File: src/rtl/pipe_adder_if.sv
// rtl/pipe_adder_if.sv - operand/result handshake bundle for pipe_adder
interface pipe_adder_if #(
  parameter int WIDTH = 32
);
  logic             in_valid;
  logic             in_ready;
  logic [WIDTH-1:0] a;
  logic [WIDTH-1:0] b;
  logic             cin;
  logic             sub;
  logic             out_valid;
  logic             out_ready;
  logic [WIDTH-1:0] sum;
  logic             cout;
  logic             ovf;

  // Producer/consumer side: drives operands and accepts results
  modport master (
    output in_valid, a, b, cin, sub, out_ready,
    input  in_ready, out_valid, sum, cout, ovf
  );

  // Adder side
  modport slave (
    input  in_valid, a, b, cin, sub, out_ready,
    output in_ready, out_valid, sum, cout, ovf
  );
endinterface

File: src/rtl/pipe_adder.sv
// rtl/pipe_adder.sv - chunked carry-pipelined adder/subtractor with valid/ready flow control
module pipe_adder #(
  parameter int WIDTH  = 32,
  parameter int STAGES = 4
) (
  input  logic         clk,
  input  logic         rst,
  pipe_adder_if.slave  bus
);
  localparam int CHUNK = WIDTH / STAGES;

  // Per-stage registers: full operands travel along so later stages can add
  // their chunk; partial sum holds the chunks already added; carry links stages.
  logic             vld_q [STAGES];
  logic [WIDTH-1:0] a_q   [STAGES];
  logic [WIDTH-1:0] b_q   [STAGES];
  logic [WIDTH-1:0] s_q   [STAGES];
  logic             c_q   [STAGES];
  logic             ovf_q;

  logic             vld_d [STAGES];
  logic [WIDTH-1:0] a_d   [STAGES];
  logic [WIDTH-1:0] b_d   [STAGES];
  logic [WIDTH-1:0] s_d   [STAGES];
  logic             c_d   [STAGES];
  logic             ovf_d;

  logic             v_in;
  logic [WIDTH-1:0] a_in;
  logic [WIDTH-1:0] b_in;
  logic [WIDTH-1:0] s_in;
  logic             c_in;
  logic [CHUNK:0]   part;
  logic [WIDTH-1:0] s_tmp;
  int               p;

  logic advance;

  // The whole pipe moves as one; the only stall source is a held output
  assign advance      = !vld_q[STAGES-1] || bus.out_ready;
  assign bus.in_ready = advance;
  assign bus.out_valid = vld_q[STAGES-1];
  assign bus.sum       = s_q[STAGES-1];
  assign bus.cout      = c_q[STAGES-1];
  assign bus.ovf       = ovf_q;

  // Next value of every stage: add this stage's chunk onto what arrives from the stage before
  always_comb begin
    ovf_d = 1'b0;
    v_in  = 1'b0;
    a_in  = '0;
    b_in  = '0;
    s_in  = '0;
    c_in  = 1'b0;
    part  = '0;
    s_tmp = '0;
    p     = 0;
    for (int k = 0; k < STAGES; k++) begin
      p = (k > 0) ? k - 1 : 0;
      if (k == 0) begin
        // Subtract is a + ~b + 1, so the inverted operand and forced carry enter here
        v_in = bus.in_valid;
        a_in = bus.a;
        b_in = bus.sub ? ~bus.b : bus.b;
        s_in = '0;
        c_in = bus.sub | bus.cin;
      end else begin
        v_in = vld_q[p];
        a_in = a_q[p];
        b_in = b_q[p];
        s_in = s_q[p];
        c_in = c_q[p];
      end
      part  = {1'b0, a_in[k*CHUNK +: CHUNK]} + {1'b0, b_in[k*CHUNK +: CHUNK]}
              + {{CHUNK{1'b0}}, c_in};
      s_tmp = s_in;
      s_tmp[k*CHUNK +: CHUNK] = part[CHUNK-1:0];
      vld_d[k] = v_in;
      a_d[k]   = a_in;
      b_d[k]   = b_in;
      s_d[k]   = s_tmp;
      c_d[k]   = part[CHUNK];
      if (k == STAGES - 1) begin
        ovf_d = (a_in[WIDTH-1] == b_in[WIDTH-1]) && (s_tmp[WIDTH-1] != a_in[WIDTH-1]);
      end
    end
  end

  // Stage registers: reset clears everything in flight, otherwise shift only on advance
  always_ff @(posedge clk) begin
    if (rst) begin
      for (int k = 0; k < STAGES; k++) begin
        vld_q[k] <= 1'b0;
        a_q[k]   <= '0;
        b_q[k]   <= '0;
        s_q[k]   <= '0;
        c_q[k]   <= 1'b0;
      end
      ovf_q <= 1'b0;
    end else if (advance) begin
      for (int k = 0; k < STAGES; k++) begin
        vld_q[k] <= vld_d[k];
        a_q[k]   <= a_d[k];
        b_q[k]   <= b_d[k];
        s_q[k]   <= s_d[k];
        c_q[k]   <= c_d[k];
      end
      ovf_q <= ovf_d;
    end
  end
endmodule

File: src/flat_wrapper.sv
// flat-port wrapper written by rule: the top's interface ports become plain ports
module pipe_adder_flat 
#(
  parameter int WIDTH  = 32,
  parameter int STAGES = 4
)
  (clk, rst, bus_in_valid, bus_a, bus_b, bus_cin, bus_sub, bus_out_ready, bus_in_ready, bus_out_valid, bus_sum, bus_cout, bus_ovf);
  pipe_adder_if #(.WIDTH(WIDTH)) bus_i ();
  input  logic clk;
  input  logic rst;
  input wire logic [$bits(bus_i.in_valid)-1:0] bus_in_valid;
  input wire logic [$bits(bus_i.a)-1:0] bus_a;
  input wire logic [$bits(bus_i.b)-1:0] bus_b;
  input wire logic [$bits(bus_i.cin)-1:0] bus_cin;
  input wire logic [$bits(bus_i.sub)-1:0] bus_sub;
  input wire logic [$bits(bus_i.out_ready)-1:0] bus_out_ready;
  output wire logic [$bits(bus_i.in_ready)-1:0] bus_in_ready;
  output wire logic [$bits(bus_i.out_valid)-1:0] bus_out_valid;
  output wire logic [$bits(bus_i.sum)-1:0] bus_sum;
  output wire logic [$bits(bus_i.cout)-1:0] bus_cout;
  output wire logic [$bits(bus_i.ovf)-1:0] bus_ovf;
  assign bus_i.in_valid = bus_in_valid;
  assign bus_i.a = bus_a;
  assign bus_i.b = bus_b;
  assign bus_i.cin = bus_cin;
  assign bus_i.sub = bus_sub;
  assign bus_i.out_ready = bus_out_ready;
  assign bus_in_ready = bus_i.in_ready;
  assign bus_out_valid = bus_i.out_valid;
  assign bus_sum = bus_i.sum;
  assign bus_cout = bus_i.cout;
  assign bus_ovf = bus_i.ovf;
  pipe_adder #(.WIDTH(WIDTH), .STAGES(STAGES)) u_core (.clk(clk), .rst(rst), .bus(bus_i));
endmodule
File: config.mk
export PLATFORM = sky130hd
export DESIGN_NAME = pipe_adder_flat
export DESIGN_NICKNAME = d
export VERILOG_FILES = /design/src/rtl/pipe_adder_if.sv /design/src/rtl/pipe_adder.sv /design/src/flat_wrapper.sv
export SDC_FILE = /design/constraint.sdc
export NUM_CORES = 1
export LEC_CHECK = 0
export BUFFER_PORTS_ARGS = -buffer_cell sky130_fd_sc_hd__buf_2
export CAP_MARGIN = 10
export CORE_MARGIN = 2
export CORE_UTILIZATION = 47
export DETAILED_ROUTE_END_ITERATION = 8
export HOLD_SLACK_MARGIN = 0.12
export PLACE_DENSITY_LB_ADDON = 0.05
export SLEW_MARGIN = 20
export SYNTH_ARGS = -nofsm -noshare
export SYNTH_HDL_FRONTEND = slang
export SYNTH_SLANG_ARGS = --single-unit
File: constraint.sdc
create_clock -name clk -period 6.3 [get_ports clk]
set_input_delay 1.575 -clock clk [delete_from_list [all_inputs] [get_ports clk]]
set_output_delay 1.575 -clock clk [all_outputs]
set_load 0.02 [all_outputs]
# After elaboration in Yosys (flattened, before gate mapping)
# Memory sizes are Yosys's and may differ from the RTL's.
# Index checks and enable logic that the tools add are counted.
dict set report classes {
  bitwise 22
  addsub 8
  n_eq_ne 2
  reduce_logical 3
  mux 26
}
# cell n
set op_table {}
lappend op_table {{2-to-1 mux 32 bit} 13}
lappend op_table {{adder 8 x 8 -> 9 bit} 4}
lappend op_table {{adder 9 x 1 -> 9 bit} 4}
lappend op_table {{inverter 32 bit} 1}
lappend op_table {{OR 1 bit} 21}
lappend op_table {{2-to-1 mux 1 bit} 13}
lappend op_table {{== test 1 bit} 1}
lappend op_table {{logical AND 1 bit} 1}
lappend op_table {{logical NOT 1 bit} 1}
lappend op_table {{logical OR 1 bit} 1}
lappend op_table {{inequality test 1 bit} 1}
dict set report word_totals {
  out_inout_bits 36
  elab_cells 67
  register_bits 1
  input_bits 70
  mem_bits_rw 392
  mem_count 5
}
# name depth word_bits rd rd_clocked_by_memory_dff wr line_no
set mem_list {}
lappend mem_list {u_core.a_q 4 32 3 0 4 pipe_adder.sv:15} ;# logic [WIDTH-1:0] a_q [STAGES];
lappend mem_list {u_core.b_q 4 32 3 0 4 pipe_adder.sv:16} ;# logic [WIDTH-1:0] b_q [STAGES];
lappend mem_list {u_core.s_q 4 32 4 0 4 pipe_adder.sv:17} ;# logic [WIDTH-1:0] s_q [STAGES];
lappend mem_list {u_core.c_q 4 1 4 0 4 pipe_adder.sv:18} ;# logic c_q [STAGES];
lappend mem_list {u_core.vld_q 4 1 4 0 4 pipe_adder.sv:14} ;# logic vld_q [STAGES];

# Longest topological paths before layout
# Gate-level depths: netlist (run 1).
# An unclocked memory read counts as a cell.
dict set report logic_depth {
  ltp_word 7
  depth_mapped 11
  ltp_nobuf 9
}

# Least setup slack after synthesis (run 1)
# OpenSTA, ideal clock, no wires.
dict set report synth_path {
  path_type {input to register}
  from {input rst}
  to {memory u_core.a_q[0][10] (enable)}
  path_slack_ns -0.272
  setup_ns 0.577
  n_path_buf 0
  t_required_ns 5.723
  cell_stages 1
  arrival_ns 5.994
  path_cell_list {nand2b_1}
}
# element line_no
set synth_rtl {}
lappend synth_rtl {{from (decl)} flat_wrapper.sv:10} ;# input logic rst;
lappend synth_rtl {{to (decl)} pipe_adder.sv:15}

# Worst setup path after layout (run 1)
dict set report layout_path {
  from {input bus_out_ready}
  to {output bus_in_ready}
}
dict set report layout_between {
  elab_chain_cells 1
}
# element line_no
set layout_rtl {}
lappend layout_rtl {{from (decl)} flat_wrapper.sv:16} ;# input wire logic [$bits(bus_i.out_ready)-1:0] bus_out_ready;
lappend layout_rtl {{logical OR 1 bit} pipe_adder.sv:40} ;# assign advance = !vld_q[STAGES-1] || bus.out_ready;
lappend layout_rtl {{to (decl)} flat_wrapper.sv:17} ;# output wire logic [$bits(bus_i.in_ready)-1:0] bus_in_ready;
# Every way passes these cells.

==> results of run 1 <==
[Yosys cell counts (all sizes together) (2+ instances only)]
master,instances,area (um2)
a211oi,7,57.6
a21o,4,30.0
a21oi,14,70.1
and2,129,807
and3b,2,17.5
buf,8,40.0
clkbuf,16,60.1
edfxtp,184,5530
fa,8,160
ha,28,350
inv,15,56.3
nand2,8,30.0
nand2b,6,37.5
nand3,5,25.0
nor2,53,201
nor2b,8,50.1
nor3,8,40.0
nor3b,4,30.0
nor4b,2,17.5
o211ai,4,35.0
o21a,3,22.5
o21ai,17,85.1
o21bai,3,22.5
o31ai,3,22.5
or2,2,12.5
or3,2,12.5
xnor2,27,236
xor2,16,140
[metal layers]
metal | part of all wire (%) | up-vias | routed length (um) | GRT usage, %
met2 | 51 | 96 | 7050 | 27.0
li1 | - | 2314 | - | -
met1 | 44 | 2212 | 6120 | 20.0
met3 | 3.8 | 12 | 530 | 4.33
met5 | 0 | - | 0 | 0
met4 | 0.96 | 0 | 133 | 4.93
[per-stage QoR]
step	utilization (%)	cells	instance area, um2	power, W	worst slack [ns]
global route	55.4	940	9580	0.00281	2.06
detailed placement	52.4	908	9050	0.00176	1.85
global placement	52.4	908	9050	0.00175	1.99
CTS	55.4	940	9580	0.00272	2.18
finish	55.4	940	9580	0.00269	2.20
floorplan	-	597	8300	0.00168	1.78
[report_power, final]
| part | switching, W | internal, W |
|---|---|---|
| sequential | 0.0000230 | 0.00145 |
| clock | 0.000460 | 0.000505 |
| combinational | 0.000140 | 0.000114 |
| total | 0.000623 | 0.00207 |
[cell families after synthesis]
family / Yosys count / synth area share, %
flops: 185 / 66.8
mux: 1 / 0.121
xor+xnor: 43 / 4.54
buf+inv: 39 / 1.88
fa+ha+maj: 36 / 6.15
compound gates: 61 / 4.72
simple gates: 232 / 15.8
[sequential cells by signal, indices dropped and copies added (netlist names)]
register,count
u_core.s_q,80
u_core.c_q,4
u_core.a_q,48
u_core.vld_q,4
u_core.b_q,48
u_core.bus.ovf,1
[worst min path at each step]
| stage | startpoint | end | slack [ns] | depth (start not counted) |
|---|---|---|---|---|
| 2_1_floorplan | u_core.a_q[0][16]$_SDFFCE_PN0P_ | u_core.a_q[0][48]$_SDFFCE_PN0P_ | 0.50 | 1 |
| 3_3_place_gp | u_core.bus.ovf$_SDFFE_PP0N_ | u_core.bus.ovf$_SDFFE_PP0N_ | 0.44 | 2 |
| 3_5_place_dp | u_core.bus.ovf$_SDFFE_PP0N_ | u_core.bus.ovf$_SDFFE_PP0N_ | 0.46 | 2 |
| 4_1_cts | u_core.bus.ovf$_SDFFE_PP0N_ | u_core.bus.ovf$_SDFFE_PP0N_ | 0.47 | 2 |
| 5_1_grt | u_core.bus.ovf$_SDFFE_PP0N_ | u_core.bus.ovf$_SDFFE_PP0N_ | 0.51 | 2 |
| 6_report | u_core.bus.ovf$_SDFFE_PP0N_ | u_core.bus.ovf$_SDFFE_PP0N_ | 0.46 | 2 |
[tightest hold or removal path: stages, from the launching register on]
cell and delay (ns):
sky130_fd_sc_hd__dfxtp_1 0.31, sky130_fd_sc_hd__nand2_1 0.05, sky130_fd_sc_hd__a21oi_1 0.06
[final cells by class]
type | count | area share [%]
inverters | 15 | 0.588
multi-input cells | 373 | 27.2
well taps | 225 | 2.94
repair buffers | 110 | 5.88
clock buffers | 17 | 4.44
flip-flops and latches | 185 | 57.9
clock inverters | 15 | 1.04
==> implementation parameters, run 1 <==
Parameter                              Value

Placed design
  Half-perimeter wire length after placement    8980 um
  Port Buffer Count    105
  Placer Congestion    0.805

Final layout
  Layout fillers    1446
  Total area of multi-input combinational cells    2610 um2
  Synthesis-to-finish area growth    15.5%
  Fraction of final layout cells with drive strength greater than 1    20.4%
  Post-layout net count    808
  Sequential cell area    5550 um2
  Highest-count cells in the layout ignoring fill and taps    sky130_fd_sc_hd__edfxtp_1, sky130_fd_sc_hd__and2_1, sky130_fd_sc_hd__buf_2
  Most frequent standard cell in the layout excluding fill and tap cells    sky130_fd_sc_hd__edfxtp_1
  ANT cells    0

GRT
  Via count of the first global-routing pass    4609
  GR Util All Layers    15.9%
  Wire length of the first global-routing pass    22400 um
  GRT Residual Overflow    0
  Pin count of the biggest net entering global routing    80
  Initial antenna violation count    0

Timing
  Final critical path time including I/O delays and setup    4.10 ns
  Slew Limit Fails    0
  Final worst-path cycle share    65.0%
  Setup TNS    0 ns
  Largest clock skew in the final design    0.0106 ns
  Hold Fails Final Rpt    0
  Final worst hold slack    0.464 ns
  Setup repair after global routing missed its margin    no
  Final count of negative-setup-slack endpoints    0
  Worst slew margin relative to its limit    35.5%
  Actual slew at the worst max-slew pin    0.966 ns
  Fmax    244 MHz

CTS
  Clk pin slew, worst setup/hold paths    0.07 ns
  Cell at the root of the clock tree    sky130_fd_sc_hd__clkbuf_16
  Number of resized instances in the post-cts repair step    0
  TritonCTS clock tree    done
  CTS sink cnt    185
  Hold-fix buffers at CTS    0
  H-tree levels    4
  Number of setup buffers added after CTS    0
  Clock Path Buffers    2
  Cts bufs inserted    17
  Clock insertion delay at the later pin of the skew report    0.43 ns

Critical path
  Largest delay contributor family on the critical path    simple AND/OR/NAND/NOR gates
  Critical path class    input port to primary output
  Critical path data required time    4.72 ns
  Element type at the critical path end    primary output
  Reg2reg setup slack    3.70 ns
  Reg2reg end    u_core.c_q[0][1]$_SDFFCE_PN0P_
  Worst reg2reg path depth    7
  CP cell instances    buf_2, nor2b_1, inv_1, buf_2
  Startpoint type of the worst setup path    input port
  Number of stages on the worst setup path    4
  Crit path top cell by count    sky130_fd_sc_hd__buf_2
  Origin of the critical flop-to-flop path    u_core.b_q[0][8]$_SDFFCE_PN0P_
  Critical path buffers and inverters    3
  Delay of the slowest critical-path stage    0.57 ns
  Data arrival at the endpoint of the critical path    2.52 ns
  Worst path slowest cell    sky130_fd_sc_hd__nor2b_1
  Launching instance or port of the critical path    bus_out_ready
  Critical Path End    bus_in_ready
  Largest fanout on the critical path    6

Floorplanning
  Height of the die    137 um
  Chip Width    137 um
  Initial cell density of the core    48.0%
  Number of top-level pins    106
  Number of core rows    48
  Area inside the core boundary    17300 um2
  Total die area    18700 um2

Route
  Post-route DRC violation count    0
  Drt via density    4.93
  Number of routed nets with antenna violations    0
  Count of TritonRoute iterations in the first routing pass    4
  Mean routed wirelength per cell    14.7 um
  Detailed Route Iter0 Violations    294
  Total number of vias    4634
  Overall routed net length    13800 um

Pwr
  Worst vdd ir    193 uV
  Power density over the cells    281 nW/um2
  Total leakage power    4.14 nW

Min path
  Path type of the worst min-delay path    flop to flop

Synthesis
  Share of the yosys chip area belonging to registers    66.8%
  Number of distinct library cells after synthesis    44
  Syn avg cell area    13.9 um2
  Number of instances in the synthesized netlist    597
  Area of the mapped netlist    8300 um2
  Most used DFF post-synth    sky130_fd_sc_hd__edfxtp_1
  Share of synthesized registers carrying an async set or reset    0%
  Post-synthesis register bit count    185
  Number of enable-type register cells in the synthesized netlist    184
  Synthesized netlist net count    703
  Yosys warning total    0

Status
  Result of the run    completed

Job
  Max-cap violation count    0
Power figures use the tool's default switching activity.
==> run 2: changes to the inputs <==
clock period = 3.55 ns   (was 6.3 ns; I/O delays follow)
==> implementation parameters, run 2 (synthesized netlist as in run 1, its figures left out) <==
Parameter                              Value

Status
  Result of the run    completed

CTS
  H-tree levels    4
  Clock Path Buffers    2
  Cell at the root of the clock tree    sky130_fd_sc_hd__clkbuf_16
  Clk pin slew, worst setup/hold paths    0.07 ns
  TritonCTS clock tree    done
  Hold-fix buffers at CTS    0
  Clock insertion delay at the later pin of the skew report    0.43 ns
  Number of setup buffers added after CTS    0
  Number of resized instances in the post-cts repair step    0
  Cts bufs inserted    17
  CTS sink cnt    185

Floorplanning
  Height of the die    137 um
  Area inside the core boundary    17300 um2
  Number of core rows    48
  Number of top-level pins    106
  Chip Width    137 um
  Total die area    18700 um2
  Initial cell density of the core    48.0%

Final layout
  Most frequent standard cell in the layout excluding fill and tap cells    sky130_fd_sc_hd__edfxtp_1
  Post-layout net count    811
  Flip-flop count of the largest register, all copies and words added    80
  ANT cells    0
  Fraction of final layout cells with drive strength greater than 1    21.0%
  Top Registers    u_core.s_q: 80 flops, u_core.a_q: 48 flops, u_core.b_q: 48 flops
  Highest-count cells in the layout ignoring fill and taps    sky130_fd_sc_hd__edfxtp_1, sky130_fd_sc_hd__and2_1, sky130_fd_sc_hd__buf_2
  Register ranked first by flip-flop count    u_core.s_q
  Synthesis-to-finish area growth    17.7%

Critical path
  Reg2reg setup slack    0.97 ns
  Data arrival at the endpoint of the critical path    2.90 ns
  Origin of the critical flop-to-flop path    u_core.b_q[0][8]$_SDFFCE_PN0P_
  Element type at the critical path end    flop
  Reg2reg end    u_core.c_q[0][1]$_SDFFCE_PN0P_
  Critical path class    input port to flop
  Launching instance or port of the critical path    bus_sub
  Critical path data required time    3.73 ns
  Startpoint type of the worst setup path    input port
  Largest fanout on the critical path    15
  Worst reg2reg path depth    7

Timing
  Fmax    367 MHz
  Largest clock skew in the final design    0.00847 ns
  Setup TNS    0 ns
  Final count of negative-setup-slack endpoints    0
  Final worst hold slack    0.459 ns
  Hold Fails Final Rpt    0
  Final critical path time including I/O delays and setup    2.73 ns
  Actual slew at the worst max-slew pin    0.624 ns
  Slew Limit Fails    0
  Setup repair after global routing missed its margin    no
  Worst slew margin relative to its limit    58.4%
  Final worst-path cycle share    76.8%

Pwr
  Proportion of power drawn by flip-flops and latches    51.1%
  Power density over the cells    525 nW/um2
  Total leakage power    4.22 nW
  Switching share of total power    22.3%
  Clock network fraction of design power    40.0%
  Combinational share of power    9.0%
  Worst vdd ir    352 uV
  Cell-internal power    0.00398 W
  Net load switching power    0.00114 W
  Overall power after layout    0.00513 W

GRT
  Wire length of the first global-routing pass    22500 um
  GRT Residual Overflow    0
  Pin count of the biggest net entering global routing    119
  Initial antenna violation count    0
  Via count of the first global-routing pass    4658
  GR Util All Layers    16.0%

Min path
  Endpoint, Worst Hold    u_core.bus.ovf$_SDFFE_PP0N_
  Start point of the worst min-delay path    u_core.bus.ovf$_SDFFE_PP0N_
  Path type of the worst min-delay path    flop to flop
  Count of cells along the worst hold path    2

Route
  Detailed Route Iter0 Violations    227
  Drt via density    4.95
  Number of routed nets with antenna violations    0
  Overall routed net length    13900 um
  Count of TritonRoute iterations in the first routing pass    4
  Post-route DRC violation count    0
  Mean routed wirelength per cell    14.7 um
  Total number of vias    4666

Placed design
  Half-perimeter wire length after placement    8950 um
  Port Buffer Count    105
  Placer Congestion    0.805

Job
  Max-cap violation count    0
==> run 2: cell types whose count changed in the layout (fill, tap and decap cells not counted), sizes merged <==
cell      delta
inv          +1
clkinvlp     +1
buf          +3
bufinv       +4
clkinv       -6
==> run 2: power groups by stage <==
stage               Clock (W)  Combinational, W  Sequential [W]
floorplan                   0          0.000294         0.00268
global placement            0          0.000448         0.00266
detailed placement          0          0.000463         0.00267
CTS                   0.00208          0.000465         0.00262
global route          0.00218          0.000517         0.00263
finish                0.00205          0.000459         0.00262
==> run 2: per-layer routing <==
metal | GRT usage (%) | routed length, um
met5 | 0 | 0
met4 | 7.16 | 301
met3 | 3.81 | 534
met2 | 25.5 | 6810
met1 | 20.9 | 6260
==> run 2: how the worst max path moves through the flow <==
stage / end / slack, ns / cells after the start
after floorplan: u_core.s_q[0][6]$_SDFFCE_PN0P_ / 0.33 / 11
after global placement: u_core.s_q[0][6]$_SDFFCE_PN0P_ / 0.48 / 10
after detailed placement: u_core.s_q[0][6]$_SDFFCE_PN0P_ / 0.41 / 10
after CTS: u_core.s_q[0][6]$_SDFFCE_PN0P_ / 0.85 / 10
after global routing: u_core.s_q[0][6]$_SDFFCE_PN0P_ / 0.67 / 10
final: u_core.s_q[0][6]$_SDFFCE_PN0P_ / 0.82 / 10
==> run 2: area by class of cell <==
type | instances | area (um2)
fill | 1433 | 7530
sequential | 185 | 5550
multi-input combinational | 373 | 2610
timing repair buffer | 113 | 636
clock buffer | 17 | 425
tap | 225 | 282
clock inverter | 15 | 214
inverter | 15 | 56.3
==> run 2: worst max-delay path, stage by stage <==
cell	delay, ns
sky130_fd_sc_hd__buf_2	0.13
sky130_fd_sc_hd__buf_4	0.27
sky130_fd_sc_hd__xor2_1	0.24
sky130_fd_sc_hd__inv_1	0.09
sky130_fd_sc_hd__fa_1	0.41
sky130_fd_sc_hd__nor2b_1	0.16
sky130_fd_sc_hd__o21ai_1	0.10
sky130_fd_sc_hd__a21boi_1	0.30
sky130_fd_sc_hd__mux2i_1	0.23
sky130_fd_sc_hd__nand3_1	0.08
==> run 2: through the flow <==
stage	area, um2	utilization (%)	setup WS, ns	std cells
finish	9770	56.5	0.824	943
detailed placement	9130	52.8	0.407	911
CTS	9770	56.5	0.853	943
floorplan	8310	-	0.332	597
global route	9770	56.5	0.669	943
global placement	9130	52.8	0.480	911
